**config.mk**
```make
export PLATFORM = sky130hd
export DESIGN_NAME = wb_dmi_host
export DESIGN_NICKNAME = d
export VERILOG_FILES = /design/src/rtl/wb_dmi_host.sv
export SDC_FILE = /design/constraint.sdc
export NUM_CORES = 1
export LEC_CHECK = 0
export BUFFER_PORTS_ARGS = -buffer_cell sky130_fd_sc_hd__buf_2
export CORE_UTILIZATION = 45
export DETAILED_ROUTE_END_ITERATION = 6
export PLACE_DENSITY = 0.7
export SYNTH_ARGS = -nofsm -noshare
export SYNTH_HDL_FRONTEND = slang
export SYNTH_SLANG_ARGS = --single-unit
export TNS_END_PERCENT = 100
```
**constraint.sdc**
```tcl
create_clock -name clk -period 2 [get_ports clk]
set_input_delay 0.3 -clock clk [delete_from_list [all_inputs] [get_ports clk]]
set_output_delay 0.3 -clock clk [all_outputs]
set_load 0.02 [all_outputs]
```
**src/rtl/wb_dmi_host.sv**
```systemverilog
// Wishbone-pipelined slave that issues one RISC-V DMI request per CMD write and captures its response.
// Latency: wbs_ack one cycle after cyc&stb; a DMI transaction completes no sooner than 2 cycles after the CMD ack.
// Backpressure: wbs_stall is never raised; DMI request holds until dmi_req_ready, optional timeout bounds the wait for dmi_resp_valid.
module wb_dmi_host #(
    // Only a 32-bit Wishbone data path is supported.
    parameter int BusWidth      = 32,
    // RESP cycles before a hung transaction is aborted; 0 waits forever.
    parameter int TimeoutCycles = 1024
) (
    input  logic                clk,
    input  logic                rst,

    input  logic                wbs_cyc,
    input  logic                wbs_stb,
    input  logic                wbs_we,
    input  logic [3:0]          wbs_adr,
    input  logic [3:0]          wbs_sel,
    input  logic [BusWidth-1:0] wbs_dat_i,
    output logic [BusWidth-1:0] wbs_dat_o,
    output logic                wbs_ack,
    output logic                wbs_stall,
    output logic                wbs_err,

    output logic                dmi_rst_n,
    output logic                dmi_req_valid,
    input  logic                dmi_req_ready,
    output logic [40:0]         dmi_req,
    input  logic                dmi_resp_valid,
    output logic                dmi_resp_ready,
    input  logic [33:0]         dmi_resp
);

    // The counter only ever holds 0 .. TimeoutCycles-1 before the abort fires.
    localparam int CntW = (TimeoutCycles > 1) ? $clog2(TimeoutCycles) : 1;
    localparam logic [CntW-1:0] CntLast = CntW'((TimeoutCycles > 0) ? TimeoutCycles - 1 : 0);

    localparam logic [1:0] RegData   = 2'd0;
    localparam logic [1:0] RegAddr   = 2'd1;
    localparam logic [1:0] RegCmd    = 2'd2;
    localparam logic [1:0] RegStatus = 2'd3;

    typedef enum logic [1:0] {
        ST_IDLE = 2'd0,
        ST_REQ  = 2'd1,
        ST_RESP = 2'd2
    } state_t;

    state_t state_q;
    state_t state_d;

    logic [31:0]     req_data_q;
    logic [31:0]     resp_data_q;
    logic [6:0]      addr_q;
    logic [40:0]     held_req_q;
    logic [1:0]      last_resp_q;
    logic            done_q;
    logic            busyerr_q;
    logic            timeout_q;
    logic [CntW-1:0] cnt_q;
    logic            rst_req_q;
    logic            rst_pulse_q;

    logic            accept;
    logic            wr;
    logic [1:0]      reg_sel;
    logic            wr_data;
    logic            wr_addr;
    logic            wr_cmd;
    logic            wr_status;
    logic            cmd_reset;
    logic            cmd_op;
    logic            start;
    logic            busy_collision;
    logic            req_fire;
    logic            resp_fire;
    logic            timeout_hit;
    logic            resp_done;
    logic            to_done;
    logic            complete;
    logic            clr_done;
    logic            busy;
    logic [BusWidth-1:0] rdata;

    // Byte-lane bits of the address carry no register information.
    logic unused_adr;
    assign unused_adr = ^wbs_adr[1:0];

    // Bus decode: partial-select writes are acked but otherwise have no effect.
    assign accept    = wbs_cyc & wbs_stb;
    assign reg_sel   = wbs_adr[3:2];
    assign wr        = accept & wbs_we & (wbs_sel == 4'hF);
    assign wr_data   = wr & (reg_sel == RegData);
    assign wr_addr   = wr & (reg_sel == RegAddr);
    assign wr_cmd    = wr & (reg_sel == RegCmd);
    assign wr_status = wr & (reg_sel == RegStatus);

    // dmireset dominates any op carried in the same CMD write.
    assign cmd_reset      = wr_cmd & wbs_dat_i[2];
    assign cmd_op         = wr_cmd & ~wbs_dat_i[2] &
                            ((wbs_dat_i[1:0] == 2'd1) | (wbs_dat_i[1:0] == 2'd2));
    assign start          = cmd_op & (state_q == ST_IDLE);
    assign busy_collision = cmd_op & (state_q != ST_IDLE);

    assign req_fire    = (state_q == ST_REQ) & dmi_req_ready;
    assign resp_fire   = (state_q == ST_RESP) & dmi_resp_valid;
    assign timeout_hit = (TimeoutCycles != 0) & (state_q == ST_RESP) & ~dmi_resp_valid &
                         (cnt_q == CntLast);

    // An abort by dmireset discards whatever completion would have happened that cycle.
    assign resp_done = resp_fire & ~cmd_reset;
    assign to_done   = timeout_hit & ~cmd_reset;
    assign complete  = resp_done | to_done;
    assign clr_done  = (wr & (reg_sel != RegStatus)) | (wr_status & wbs_dat_i[1]);
    assign busy      = (state_q != ST_IDLE);

    // State register.
    always_ff @(posedge clk) begin
        if (rst) begin
            state_q <= ST_IDLE;
        end else begin
            state_q <= state_d;
        end
    end

    // Next-state: dmireset returns to IDLE from anywhere; otherwise request, response, optional timeout.
    always_comb begin
        state_d = state_q;
        if (cmd_reset) begin
            state_d = ST_IDLE;
        end else begin
            unique case (state_q)
                ST_IDLE: if (start) state_d = ST_REQ;
                ST_REQ:  if (req_fire) state_d = ST_RESP;
                ST_RESP: if (resp_fire || timeout_hit) state_d = ST_IDLE;
                default: state_d = ST_IDLE;
            endcase
        end
    end

    // Read mux; CMD is write-only and reads as zero.
    always_comb begin
        rdata = '0;
        unique case (reg_sel)
            RegData:   rdata = BusWidth'(resp_data_q);
            RegAddr:   rdata = BusWidth'(addr_q);
            RegCmd:    rdata = '0;
            RegStatus: rdata = BusWidth'({timeout_q, busyerr_q, last_resp_q, done_q, busy});
            default:   rdata = '0;
        endcase
    end

    // Wishbone response: single-cycle ack for every accepted strobe, data only on reads.
    always_ff @(posedge clk) begin
        if (rst) begin
            wbs_ack   <= 1'b0;
            wbs_dat_o <= '0;
        end else begin
            wbs_ack   <= accept;
            wbs_dat_o <= (accept && !wbs_we) ? rdata : '0;
        end
    end

    // Software-visible DATA/ADDR registers and the request snapshot taken at launch.
    always_ff @(posedge clk) begin
        if (rst) begin
            req_data_q <= '0;
            addr_q     <= '0;
            held_req_q <= '0;
        end else begin
            if (wr_data) req_data_q <= wbs_dat_i[31:0];
            if (wr_addr) addr_q <= wbs_dat_i[6:0];
            if (start) held_req_q <= {addr_q, wbs_dat_i[1:0], req_data_q};
        end
    end

    // Response capture; a timeout reports "failed" but leaves the read data alone.
    always_ff @(posedge clk) begin
        if (rst) begin
            resp_data_q <= '0;
            last_resp_q <= '0;
        end else begin
            if (resp_done) begin
                resp_data_q <= dmi_resp[33:2];
                last_resp_q <= dmi_resp[1:0];
            end else if (to_done) begin
                last_resp_q <= 2'd2;
            end
        end
    end

    // Sticky status bits; a set in the same cycle as a write-1-to-clear wins.
    always_ff @(posedge clk) begin
        if (rst) begin
            done_q    <= 1'b0;
            busyerr_q <= 1'b0;
            timeout_q <= 1'b0;
        end else begin
            if (complete) done_q <= 1'b1;
            else if (clr_done) done_q <= 1'b0;

            if (busy_collision) busyerr_q <= 1'b1;
            else if (wr_status && wbs_dat_i[4]) busyerr_q <= 1'b0;

            if (to_done) timeout_q <= 1'b1;
            else if (wr_status && wbs_dat_i[5]) timeout_q <= 1'b0;
        end
    end

    // Timeout counter runs only while waiting in RESP, zero otherwise so each entry starts fresh.
    always_ff @(posedge clk) begin
        if (rst) begin
            cnt_q <= '0;
        end else if (state_q == ST_RESP) begin
            cnt_q <= cnt_q + 1'b1;
        end else begin
            cnt_q <= '0;
        end
    end

    // Two-stage delay puts the one-cycle DM reset pulse in the cycle after the CMD ack.
    always_ff @(posedge clk) begin
        if (rst) begin
            rst_req_q   <= 1'b0;
            rst_pulse_q <= 1'b0;
        end else begin
            rst_req_q   <= cmd_reset;
            rst_pulse_q <= rst_req_q;
        end
    end

    assign wbs_stall = 1'b0;
    assign wbs_err   = 1'b0;

    // Handshake outputs are forced inactive while rst is held, independent of the state register.
    assign dmi_req        = held_req_q;
    assign dmi_req_valid  = ~rst & (state_q == ST_REQ);
    assign dmi_resp_ready = ~rst & (state_q != ST_REQ);
    assign dmi_rst_n      = ~(rst | rst_pulse_q);

endmodule
```
==> reports/results.tsv, run 1 <==
stage	metric	value	unit
die	die_h	119	um
sta	slew_violations	0	
pwr	swShare	0.218	
die	start_util	0.462	
sta	finalSetupViolations	0	
layout	drive_gt1_frac	0.262	
sta	period_share	0.889	
placed_design	gp_congestion	0.817	
die	die_w	119	um
pwr	combPwrFrac	0.033	
pwr	power.internal	5.33	mW
logic_synthesis	yosysTopAreaCell	dfxtp_1	
sta	finalCriticalPeriod	1.78	ns
critical_path	arrival	1.48	ns
route	route.detailed.wl_per_inst	15.4	um
critical_path	critPathKind	reg -> out	
route	first_pass_iters	5	
grt	grt_use_total	0.230	
clocking	cts-root-buf	clkbuf_16	
pwr	power_density	875	nW/um^2
grt	grt_pass1_wl	25600	um
sta	hold_viol_final	0	
route	route.detailed.drc	0	
logic_synthesis	synth-edff-count	0	
placed_design	placed_cells	990	
sta	clock_skew	0.00707	ns
clocking	insertion_delay	0.43	ns
grt	grt-ovfl-total	0	
layout	final_nets	915	
run	cap_viol_max_count	0	
grt	grt_antenna_before_repair	0	
sta	fin_ws	0.222	ns
critical_path	crit_path_end_kind	primary output	
clocking	cts_buffer_depth	2	
clocking	htreeDepth	4	
route	vias	5525	
route	drt_iter0_markers	378	
sta	tns	0	ns
pwr	p_seq_frac	0.480	
die	dieArea	14100	sq um
sta	rsz0062_at_grt	false	
pwr	power.switching	1.48	mW
status	status	finished, final reports clean	
logic_synthesis	syn_area	6110	sq um
route	avgViaCountPerCell	5.41	
logic_synthesis	yosysWarnings	0	
clocking	cts_sinks	164	
grt	grt_pass1_vias	5077	
placed_design	portBuffers	155	
logic_synthesis	ys_top_cells_by_area	dfxtp_1 (54%), a21oi_1 (9.3%), o21ai_0 (5.8%), nand4_1 (4.6%), nand2_1 (4.3%)	
logic_synthesis	syn_area_per_cell	8.74	sq um
layout	fin_area	7790	sq um
die	core_area	13200	sq um
logic_synthesis	synth-async-reset-ratio	0	
die	rows	42	
clocking	post_cts_buffers	0	
hold_path	hold_class	in -> reg	
clocking	cts_tree	yes	
critical_path	cp.required	1.70	ns
logic_synthesis	synth-seq-area-share	0.537	
grt	grt_max_degree	75	
route	drt_wl_total	15700	um
logic_synthesis	synth_top_flop_cell	dfxtp_1	
logic_synthesis	ys_ff_latch	164	
pwr	irDropWorstVdd	520	uV
logic_synthesis	synth_cells	699	
clocking	clkTransAtPathRegs	0.06	ns
sta	fmaxAchievable	563	MHz
logic_synthesis	ys_types	42	
die	io_pins	160	
clocking	postCtsHoldBufs	0	
clocking	cts_resized	0	
critical_path	crit_path_max_fanout	7	
placed_design	place_area	7180	sq um
clocking	cts_buffers	17	
placed_design	dp_slack	0.0592	ns
placed_design	dp_hpwl	10400	um
critical_path	startpoint_type	flop	
route	ant_nets	0	
layout	area_delta_synth_final	27.4	%
logic_synthesis	netlist.area_leader.share	0.537	
pwr	p_leak	3.03	nW
layout	final_util	0.588	
layout	fin_cells	1022	
pwr	p_clk_frac	0.487	
layout	antennaDiodeCount	0	
[placed cells by master (no fill, tap or decap), types with 2 or more instances in the layout]
master / count
clkbuf_16: 17
nand4_1: 45
nor4_4: 3
o31ai_1: 2
nand3_1: 38
clkinv_4: 5
a21oi_1: 114
xnor2_1: 3
clkinvlp_4: 3
conb_1: 2
nand2b_1: 3
and3_1: 2
buf_2: 154
bufinv_16: 3
xor2_1: 6
nor2_1: 34
and2_1: 27
nand2_1: 70
or4_1: 4
buf_4: 16
inv_6: 2
o21ai_0: 71
dfxtp_1: 164
o21ai_1: 2
and4_1: 3
nor2b_1: 4
buf_12: 10
mux2i_1: 14
nor3_1: 4
[flip-flops by register name, summed over array words and instances (netlist names)]
register and flops:
last_resp_q 2, busyerr_q 1, rst_pulse_q 1, resp_data_q 32
wbs_dat_o 32, rst_req_q 1, addr_q 7, dmi_req 41
timeout_q 1, state_q 2, req_data_q 32, done_q 1
wbs_ack 1, cnt_q 10
[cell usage after synthesis (all sizes together) (2+ instances only)]
cell type and number:
clkbuf 51, xnor2 3, o21ai 73, inv 2, nor2 36, nand3 38
nand2b 3, nor4 4, xor2 6, dfxtp 164, nor2b 4, buf 15
mux2i 14, a21oi 114, nand4 46, or4 4, and2 27, nand2 70
o31ai 2, and4 3, and3 2, nor3 6
[path summary, 6_finish.rpt]
kind	slack [ns]	end	depth (start not counted)	start
min reg2reg	0.44	rst_pulse_q	1	rst_req_q
max	0.22	dmi_req_valid	2	state_q[0]
min	0.11	req_data_q[10]	3	wbs_dat_i[10]
max reg2reg	0.36	resp_data_q[7]	5	state_q[1]
[cells by family (layout without fill, tap and decap cells)]
| group | Yosys count | in the layout | synth area share |
|---|---|---|---|
| compound gates | 194 | 194 | 0.162 |
| xor+xnor | 9 | 9 | 0.0129 |
| fa+ha+maj | 1 | 1 | 0.00205 |
| buf+inv | 68 | 214 | 0.0461 |
| flops | 164 | 164 | 0.537 |
| mux | 15 | 15 | 0.0248 |
| other cells | 1 | 2 | 0.000614 |
| simple gates | 247 | 247 | 0.214 |
[layout make-up]
type | count | area (sq um)
Fill cell | 1169 | 5460
Sequential cell | 164 | 3280
Multi-Input combinational cell | 468 | 2580
Timing Repair Buffer | 180 | 1090
Clock buffer | 18 | 429
Tap cell | 176 | 220
Clock inverter | 14 | 179
Inverter | 2 | 7.51
[per-layer routing]
metal	share of wire	GRT usage	wire [um]	vias to the layer above
met5	0	0	0	-
met4	0.020	0.0902	311	0
met3	0.052	0.0531	818	27
met2	0.48	0.360	7520	181
met1	0.45	0.305	7100	2598
li1	-	-	-	2719
[worst max-delay path, stage by stage, from the launching register on]
cell,delay [ns]
dfxtp_1,0.48
nor3b_1,0.32
buf_2,0.24
[power groups by stage]
stage | registers, mW | clock network (mW) | logic, mW
final | 3.27 | 3.32 | 0.224
after global routing | 3.27 | 3.51 | 0.242
after CTS | 3.27 | 3.36 | 0.223
after detailed placement | 3.34 | 0 | 0.222
after global placement | 3.34 | 0 | 0.219
after floorplan | 3.34 | 0 | 0.0928
[through the flow]
| stage | hold slack, ns | total power [mW] |
|---|---|---|
| finish | 0.109 | 6.81 |
| detailed placement | 0.426 | 3.56 |
| CTS | 0.0972 | 6.85 |
| global placement | 0.417 | 3.56 |
| global route | 0.103 | 7.02 |
| floorplan | 0.414 | 3.44 |
(Power assumes the default switching activity.)
==> run 2, diff against run 1 <==
--- a/config.mk
+++ b/config.mk
@@ -6,10 +6,12 @@
 export NUM_CORES = 1
 export LEC_CHECK = 0
 export BUFFER_PORTS_ARGS = -buffer_cell sky130_fd_sc_hd__buf_2
-export CORE_UTILIZATION = 45
+export CELL_PAD_IN_SITES_DETAIL_PLACEMENT = 0
+export CELL_PAD_IN_SITES_GLOBAL_PLACEMENT = 1
+export CORE_UTILIZATION = 39
 export DETAILED_ROUTE_END_ITERATION = 6
-export PLACE_DENSITY = 0.7
+export PLACE_DENSITY_LB_ADDON = 0.1
 export SYNTH_ARGS = -nofsm -noshare
 export SYNTH_HDL_FRONTEND = slang
 export SYNTH_SLANG_ARGS = --single-unit
-export TNS_END_PERCENT = 100
+export TNS_END_PERCENT = 1
==> constraint.sdc (replaced) <==
create_clock -name clk -period 2 [get_ports clk]
set_input_delay 0.2 -clock clk [delete_from_list [all_inputs] [get_ports clk]]
set_output_delay 0.2 -clock clk [all_outputs]
set_load 0.02 [all_outputs]
==> run 2 against run 1 <==
  * Register-to-register slack worse by 0.02 ns
  * Combinational power about the same
  * Critical path depth up 3
  * Maximum frequency up 6.8%
  * Sequential power about the same
  * Power down 0.20%
  * Non-clock buffer count unchanged
  * Critical path type is now reg -> reg
==> reports/results.tsv, run 2 (synthesis results as in run 1) <==
stage	metric	value	unit
status	status	finished, final reports clean	
sta	hold_viol_final	0	
die	io_pins	160	
sta	slew_violations	0	
sta	rsz0062_at_grt	false	
route	vias	5413	
sta	tns	0	ns
clocking	clkTransAtPathRegs	0.06	ns
critical_path	crit_path_end_kind	flop	
sta	max_slew_margin	0.580	
clocking	htreeDepth	4	
route	ant_nets	0	
critical_path	cp.required	2.30	ns
placed_design	dp_slack	0.152	ns
clocking	postCtsHoldBufs	0	
clocking	cts_buffer_depth	2	
pwr	power_density	879	nW/um^2
pwr	power.switching	1.35	mW
die	core_area	15300	sq um
layout	fin_cells	1053	
route	drt_iter0_markers	424	
die	rows	45	
die	dieArea	16200	sq um
pwr	irDropWorstVdd	577	uV
clocking	cts_tree	yes	
critical_path	crit_path_max_fanout	26	
layout	final_cell_mix	dfxtp_1 (164), buf_2 (154), a21oi_1 (114)	
grt	grt-ovfl-total	0	
pwr	p_leak	3.00	nW
run	cap_viol_max_count	0	
pwr	combPwrFrac	0.033	
die	start_util	0.401	
placed_design	gp_congestion	0.790	
clocking	insertion_delay	0.42	ns
clocking	cts-root-buf	clkbuf_16	
critical_path	critPathKind	reg -> reg	
route	drt_wl_total	16500	um
grt	grt_util_met2	0.322	
layout	fill_cells	1476	
die	die_w	127	um
grt	use_met3	0.0381	
pwr	p_seq_frac	0.481	
clocking	cts_resized	0	
layout	antennaDiodeCount	0	
grt	grtUsageMet1	0.291	
pwr	power.internal	5.45	mW
grt	grt_antenna_before_repair	0	
sta	finalCriticalPeriod	1.66	ns
placed_design	dp_hpwl	10600	um
grt	grt_use_total	0.209	
sta	clock_skew	0.00511	ns
route	route.detailed.wl_per_inst	15.7	um
clocking	cts_buffers	17	
placed_design	portBuffers	155	
layout	final_nets	915	
layout	largest_reg_flops	41	
sta	tightest_slew	0.629	ns
sta	finalSetupViolations	0	
layout	drive_gt1_frac	0.254	
sta	fmaxAchievable	601	MHz
grt	grt_max_degree	62	
critical_path	arrival	1.97	ns
route	route.detailed.drc	0	
sta	period_share	0.832	
hold_path	hold_class	in -> reg	
clocking	cts_sinks	164	
die	die_h	127	um
clocking	post_cts_buffers	0	
grt	busiest_layer	met2	
layout	area_delta_synth_final	26.6	%
layout	final_common_cell	dfxtp_1	
route	avgViaCountPerCell	5.14	
grt	grt_pass1_wl	26300	um
pwr	swShare	0.198	
pwr	p_clk_frac	0.486	
route	first_pass_iters	4	
sta	fin_ws	0.335	ns
grt	grt_pass1_vias	5137	
placed_design	placed_cells	1025	
critical_path	startpoint_type	flop	
[run 2: metal layers]
layer	wire, um	up-vias
li1	-	2708
met5	0	-
met3	767	9
met2	7520	147
met1	8100	2549
met4	98	0
[run 2: path summary, 6_finish.rpt]
path | from | slack, ns | depth (start not counted) | end
worst max-delay path | state_q[1] | 0.34 | 5 | resp_data_q[8]
worst min-delay path | wbs_dat_i[29] | 0.02 | 3 | req_data_q[29]
worst max register to register | state_q[1] | 0.34 | 5 | resp_data_q[8]
worst min register to register | rst_req_q | 0.43 | 1 | rst_pulse_q
[run 2: power groups by stage]
stage                     registers (mW)  logic [mW]  clock network (mW)
after floorplan                     3.34      0.0928                   0
after global placement              3.34       0.226                   0
after detailed placement            3.34       0.226                   0
after CTS                           3.27       0.227                3.38
after global routing                3.27       0.245                3.52
final                               3.27       0.227                3.30
[run 2: cell type report]
class	instances	area (sq um)	area share
clock buffer	23	458	0.0592
clock inverter	5	128	0.0165
inverter	2	7.51	0.000970
multi-input combinational	468	2580	0.334
sequential	164	3280	0.424
tap	211	264	0.0341
timing repair buffer	180	1020	0.131
[run 2: worst max-delay path: stages, from the launching register on]
cell,delay (ns)
dfxtp_1,0.53
nor2b_1,0.22
nand2_1,0.20
buf_4,0.28
o21ai_0,0.21
a21oi_1,0.10
[run 2: per-stage QoR]
stage | power [mW] | util | hold slack (ns) | cell area [sq um]
final | 6.80 | 0.507 | 0.0250 | 7740
after global routing | 7.04 | 0.507 | 0.0132 | 7740
after CTS | 6.88 | 0.507 | 0.000937 | 7740
after detailed placement | 3.57 | 0.469 | 0.426 | 7150
after global placement | 3.57 | 0.469 | 0.418 | 7150
after floorplan | 3.44 | - | 0.329 | 6120
